File: src/rtl/uart_word_tx.sv
// Word-to-byte serializer for uart_tx: sends each WORD_WIDTH word least-significant byte first
// over the start_n/ready_to_send handshake, with a one-word pending buffer for the producer.
module uart_word_tx #(
  parameter int WORD_BYTES = 2
) (
  input  logic                    clk,
  input  logic                    rst,
  input  logic [8*WORD_BYTES-1:0] word,
  input  logic                    word_valid,
  output logic                    word_ready,
  output logic                    busy,
  output logic                    done,
  output logic [7:0]              tx_data,
  output logic                    tx_start_n,
  input  logic                    tx_ready_to_send
);

  localparam int WORD_WIDTH = 8 * WORD_BYTES;
  localparam int IDX_W      = (WORD_BYTES > 1) ? $clog2(WORD_BYTES) : 1;
  localparam logic [IDX_W-1:0] LAST_IDX = IDX_W'(WORD_BYTES - 1);

  typedef enum logic [1:0] {
    IDLE,
    START,
    ACCEPT,
    SENDING
  } state_t;

  state_t                 state, state_nx;
  logic [WORD_WIDTH-1:0]  cur, cur_nx;
  logic [WORD_WIDTH-1:0]  pend, pend_nx;
  logic                   pend_full, pend_full_nx;
  logic [IDX_W-1:0]       byte_idx, byte_idx_nx;
  logic                   done_nx;
  logic                   tx_start_n_nx;
  logic [7:0]             tx_data_nx;
  logic                   accept;
  logic                   take_pend;

  assign word_ready = !pend_full;
  assign busy       = (state != IDLE);
  assign accept     = word_valid && !pend_full;

  always_ff @(posedge clk or negedge rst) begin
    if (!rst) begin
      state      <= IDLE;
      cur        <= '0;
      pend       <= '0;
      pend_full  <= 1'b0;
      byte_idx   <= '0;
      done       <= 1'b0;
      tx_start_n <= 1'b1;
      tx_data    <= 8'h00;
    end else begin
      state      <= state_nx;
      cur        <= cur_nx;
      pend       <= pend_nx;
      pend_full  <= pend_full_nx;
      byte_idx   <= byte_idx_nx;
      done       <= done_nx;
      tx_start_n <= tx_start_n_nx;
      tx_data    <= tx_data_nx;
    end
  end

  // tx_data only changes together with the start pulse, so it is stable for the whole byte.
  always_comb begin
    state_nx      = state;
    cur_nx        = cur;
    pend_nx       = pend;
    byte_idx_nx   = byte_idx;
    done_nx       = 1'b0;
    tx_start_n_nx = 1'b1;
    tx_data_nx    = tx_data;
    take_pend     = 1'b0;

    case (state)
      IDLE: begin
        if (pend_full) begin
          cur_nx      = pend;
          byte_idx_nx = '0;
          take_pend   = 1'b1;
          state_nx    = START;
        end
      end
      START: begin
        if (tx_ready_to_send) begin
          tx_data_nx    = cur[7:0];
          tx_start_n_nx = 1'b0;
          state_nx      = ACCEPT;
        end
      end
      ACCEPT: begin
        // uart_tx may stay ready for a while after the pulse; wait until it has really taken the byte.
        if (!tx_ready_to_send) begin
          state_nx = SENDING;
        end
      end
      SENDING: begin
        if (tx_ready_to_send) begin
          if (byte_idx != LAST_IDX) begin
            cur_nx      = cur >> 8;
            byte_idx_nx = byte_idx + 1'b1;
            state_nx    = START;
          end else begin
            done_nx  = 1'b1;
            state_nx = IDLE;
          end
        end
      end
      default: begin
        state_nx = IDLE;
      end
    endcase

    if (accept) begin
      pend_nx      = word;
      pend_full_nx = 1'b1;
    end else if (take_pend) begin
      pend_full_nx = 1'b0;
    end else begin
      pend_full_nx = pend_full;
    end
  end

endmodule

File: config.mk
export PLATFORM = sky130hd
export DESIGN_NAME = uart_word_tx
export DESIGN_NICKNAME = d
export VERILOG_FILES = /design/src/rtl/uart_word_tx.sv
export SDC_FILE = /design/constraint.sdc
export NUM_CORES = 1
export LEC_CHECK = 0
export CORE_UTILIZATION = 25
export DETAILED_ROUTE_END_ITERATION = 8
export PLACE_DENSITY_LB_ADDON = 0.08
export SYNTH_ARGS = -nofsm -noshare
export SYNTH_HDL_FRONTEND = slang
export SYNTH_SLANG_ARGS = --single-unit
File: constraint.sdc
create_clock -name clk -period 1.8 [get_ports clk]
set_input_delay 0.18 -clock clk [delete_from_list [all_inputs] [get_ports clk]]
set_output_delay 0.18 -clock clk [all_outputs]
set_load 0.005 [all_outputs]
# Word-level counts from Yosys, hierarchy flattened

Index checks and enable logic that the tools add are counted.

Logic and storage cells: 50
Input bits: 20
Register bits: 46
Output and inout bits: 12

Add/subtract/negate cells: 1
Reductions and logical operators: 10
Mux-type cells: 23
Eq/ne operators: 8

Operators with widths:

| cell                                                            | number |
|---|---|
| 16-bit 2-to-1 mux                                               | 3 |
| 16-bit case mux with 2 select lines                             | 1 |
| 1-bit 2-to-1 mux                                                | 13 |
| 2-bit inequality test, second input constant                    | 5 |
| 2-bit 2-to-1 mux                                                | 4 |
| 2-bit case mux with 4 select lines                              | 1 |
| 4-bit AND reduction                                             | 2 |
| 2-bit nonzero test                                              | 3 |
| 2-bit == test, second input constant                            | 2 |
| 3-bit AND reduction                                             | 1 |
| 2-bit by 1-bit == test with 1-bit output, second input constant | 1 |
| 2-bit logical NOT                                               | 1 |
| 1-bit case mux with 2 select lines                              | 1 |
| 2-bit AND reduction                                             | 1 |
| 1-bit adder, second input constant                              | 1 |
| 1-bit logical AND                                               | 1 |
| 1-bit logical NOT                                               | 1 |

# Logic depth before layout (Yosys ltp)

Depth after elaboration: 4
Gate-level depth with buffers: 6
Gate-level depth less buffers: 5

# Worst setup path before layout

No wires, ideal clock.

Kind: reg2reg
From: register state[0]
To: register cur[10]
Cell stages (with the launch flop): 7
Library setup time: 125 ps
Required time: 1675 ps
Slack: -146 ps
Period minus slack after synthesis: 1946 ps
Arrival: 1821 ps
Path buffers: 1
Path through: dfrtp_1 > inv_1 > ha_1 > nor2b_1 > nor4_4 > buf_6 > mux2_2

Word-level cells in the longest chain between the ends: 3
Elaborated cells on any way between the ends: 8
Classes of those cells: eq/ne (4); mux (1); reduce/logical (3)

Ends and longest elaborated chain:

| item                                                                         | line | text |
|---|---|---|
| start: declaration                                                           | 29   | `state_t state, state_nx;` |
| start signal: assignment                                                     | 55   | `state <= state_nx;` |
| 2-bit == test or 2-bit logical NOT (tied branches)                           | 77   | `case (state)` |
| 2-bit inequality test (no source line) or 2-bit nonzero test (tied branches) | -    |  |
| 4-bit AND reduction (no source line)                                         | -    |  |
| end signal: assignment                                                       | 56   | `cur <= cur_nx;` |
| end: declaration                                                             | 30   | `logic [WORD_WIDTH-1:0] cur, cur_nx;` |

Parallel ways exist; a longest one is shown, timed or not.
A chain may end at the register's enable or synchronous reset.

# Final worst setup path

From: register state[0]
To: register cur[4]

Same word-level chain as after synthesis.

==> run summary <==
DRT antenna net count - 0
vias - 1262
Max Cap Viol - 0
Period minus WS final - 1.80 ns
Layout Skew - 0.00411 ns
Total GRT Usage - 10.4%
FMAX - 555 MHz
Mean Syn Cell Area - 14.2 um2
n_diodes - 0
Row Count - 32
DR vias/cell - 4.29
clock net sink count - 46
min-delay src - word[3]
IO Count - 32
core area - 7850 um2
cts bufs inserted - 5
Final Setup Violations - 3
starting density of the core - 26.1%
Worst Setup SP - state[0]
final worst slack - -0.00211 ns
Mapped Cells - 144
Slew Limit Fails - 0
Critical Path RT - 1.99 ns
antenna violations before repair - 0
Max VDD drop - 671 uV
RSZ-0062 raised after global routing - yes
synth warn - 0
detailed-route DRC error count - 0
final hold slack - 0.486 ns
Critical Path AT - 1.99 ns
final total power - 0.00490 W
Worst R2R Start - state[0]
reg2reg setup slack - -0.002 ns
Final period util - 100%
worst-path maximum fanout - 8
DP Area - 2590 um2
first-pass GRT wire length - 6.80 mm
multi-input logic area - 888 um2
Seq/Total Area, Yosys - 56.2%
CTS tree - yes
Worst Tran Pin Value - 0.603 ns
Register Area - 1150 um2
placed cell count - 285
vias in the first global route - 1363
nets - 217
postcts setup bufs - 0
DR pass1 iterations - 2
failing checks - setup timing
FILL cells - 800
design area - 2740 um2
Lkg Pwr - 1.15 nW
Final Hold Violating Endpoints - 0
Rel. slew slack - 59.8%
clk buf depth - 2
Worst-path clk slew - 0.09 ns
drt total wl - 4.06 mm
layout cell share with drive strength beyond 1 - 43.8%
IO buf count - 31
Seq cells post-synth - 46
DP HPWL - 2.82 mm
post-route insts no fill - 294
Hold Path Class - in -> reg
Die Area - 8560 um2
Die X - 92.5 um
Layout area overhead - 33.6%
CTS Root Cell - clkbuf_8
crit path launch type - register
P per Cell Area - 1790 nW/um2
gpl congestion - 0.762
wire per inst - 13.8 um
Die Ht - 92.5 um
WS Path Type - reg -> reg
clk_lat worst skew - 0.30 ns
Synth cell types - 27
Core Util, Final - 34.9%
Max H-tree Level - 2
crit end category - register
Iteration-0 DRC Markers - 59
Congestion Overflow GR - 0
status - complete, but fails checks
largest net degree at the start of global routing - 47
Post-Syn Nets - 170
synthesized area - 2050 um2
## layout make-up
cell class / instances / share of cell area, %
well taps: 102 / 4.66
clock inverters: 2 / 1.37
flip-flops and latches: 46 / 42.1
clock buffers: 6 / 2.65
multi-input cells: 87 / 32.4
inverters: 5 / 0.686
repair buffers: 46 / 16.1
## registers in the layout (all words and copies together), names as in the netlist
register / count
tx_start_n: 1
tx_data: 8
done: 1
pend: 16
cur: 16
pend_full: 1
byte_idx: 1
state: 2
## worst paths after layout
check / end / depth (start not counted)
min in group asynchronous: pend[8] / 3
min: pend[3] / 2
max: cur[4] / 6
min reg2reg: pend[11] / 1
max in group asynchronous: tx_data[5] / 3
max reg2reg: cur[4] / 6
## worst max-delay path, cell delays in order, from the launching register on
cell,delay [ns]
dfrtp_1,0.43
inv_2,0.09
ha_4,0.17
nor2b_4,0.13
nor4_4,0.34
buf_6,0.20
mux2_2,0.34
## metrics by stage
step	setup WS [ns]	TNS, ns
after floorplan	-0.0604	-0.604
after global placement	0.0545	0
after detailed placement	0.00135	0
after CTS	-0.00168	-0.00168
after global routing	-0.0445	-0.546
final	-0.00211	-0.00365
## power breakdown
group          switching (W)  total, W  internal, W
clock network       0.000354  0.000768     0.000415
logic               0.000837   0.00231      0.00147
registers           0.000268   0.00183      0.00156
total                0.00146   0.00490      0.00344
## metal layers
metal  GRT usage (%)  vias to the layer above  wire length (um)
li1                -                      594                 -
met1            12.9                      641              1820
met2            17.5                       22              2040
met3            2.87                        5               136
met4            3.13                        0                56
met5               0                        -                 0
## cell usage in the layout, fill, tap and decap left out, types with 2 or more instances in the layout
cell and n:
nand2_1 2, ha_1 2, a21oi_1 2, clkdlybuf4s50_1 30, dfrtp_1 45, buf_6 2
nor2b_1 8, inv_2 2, nand2b_1 3, nor2b_4 2, inv_1 3, buf_4 11
mux2_2 46, ha_2 3, clkbuf_8 5, mux2_4 2
## kinds of logic (layout without fill, tap and decap cells)
logic type / Yosys count / in the layout / share of synthesized area, %
AND/OR/NAND/NOR: 23 / 23 / 7.63
buffers and inverters: 11 / 59 / 2.63
AO/OA/AOI/OAI: 10 / 10 / 3.48
multiplexers: 48 / 48 / 26.4
adder cells (fa/ha/maj): 6 / 6 / 3.66
flip-flops: 46 / 46 / 56.2
## synthesized netlist by cell type, drive strengths merged
master	n	area share, %
a211oi	1	0.37
a21oi	2	0.49
a221oi	1	0.43
a31o	1	0.43
a31oi	1	0.31
a32oi	1	0.43
and2	1	0.43
and2b	1	0.37
and3	1	0.31
buf	5	1.5
clkbuf	1	0.18
dfrtp	45	55
dfstp	1	1.3
ha	6	3.7
inv	5	0.92
mux2	48	26
nand2	2	0.37
nand2b	3	0.92
nand3b	1	0.37
nor2	1	0.18
nor2b	11	3.4
nor4	1	1.0
o211ai	1	0.37
o21bai	1	0.37
o22ai	1	0.31
or2	1	0.31
## repair_timing
action	CTS	global route
resized for setup	5	3
endpoints found under the setup margin	16	16
hold endpoints to repair	18	0
hold buffers	1	0
No activity file was read; power rests on OpenSTA's default activity.
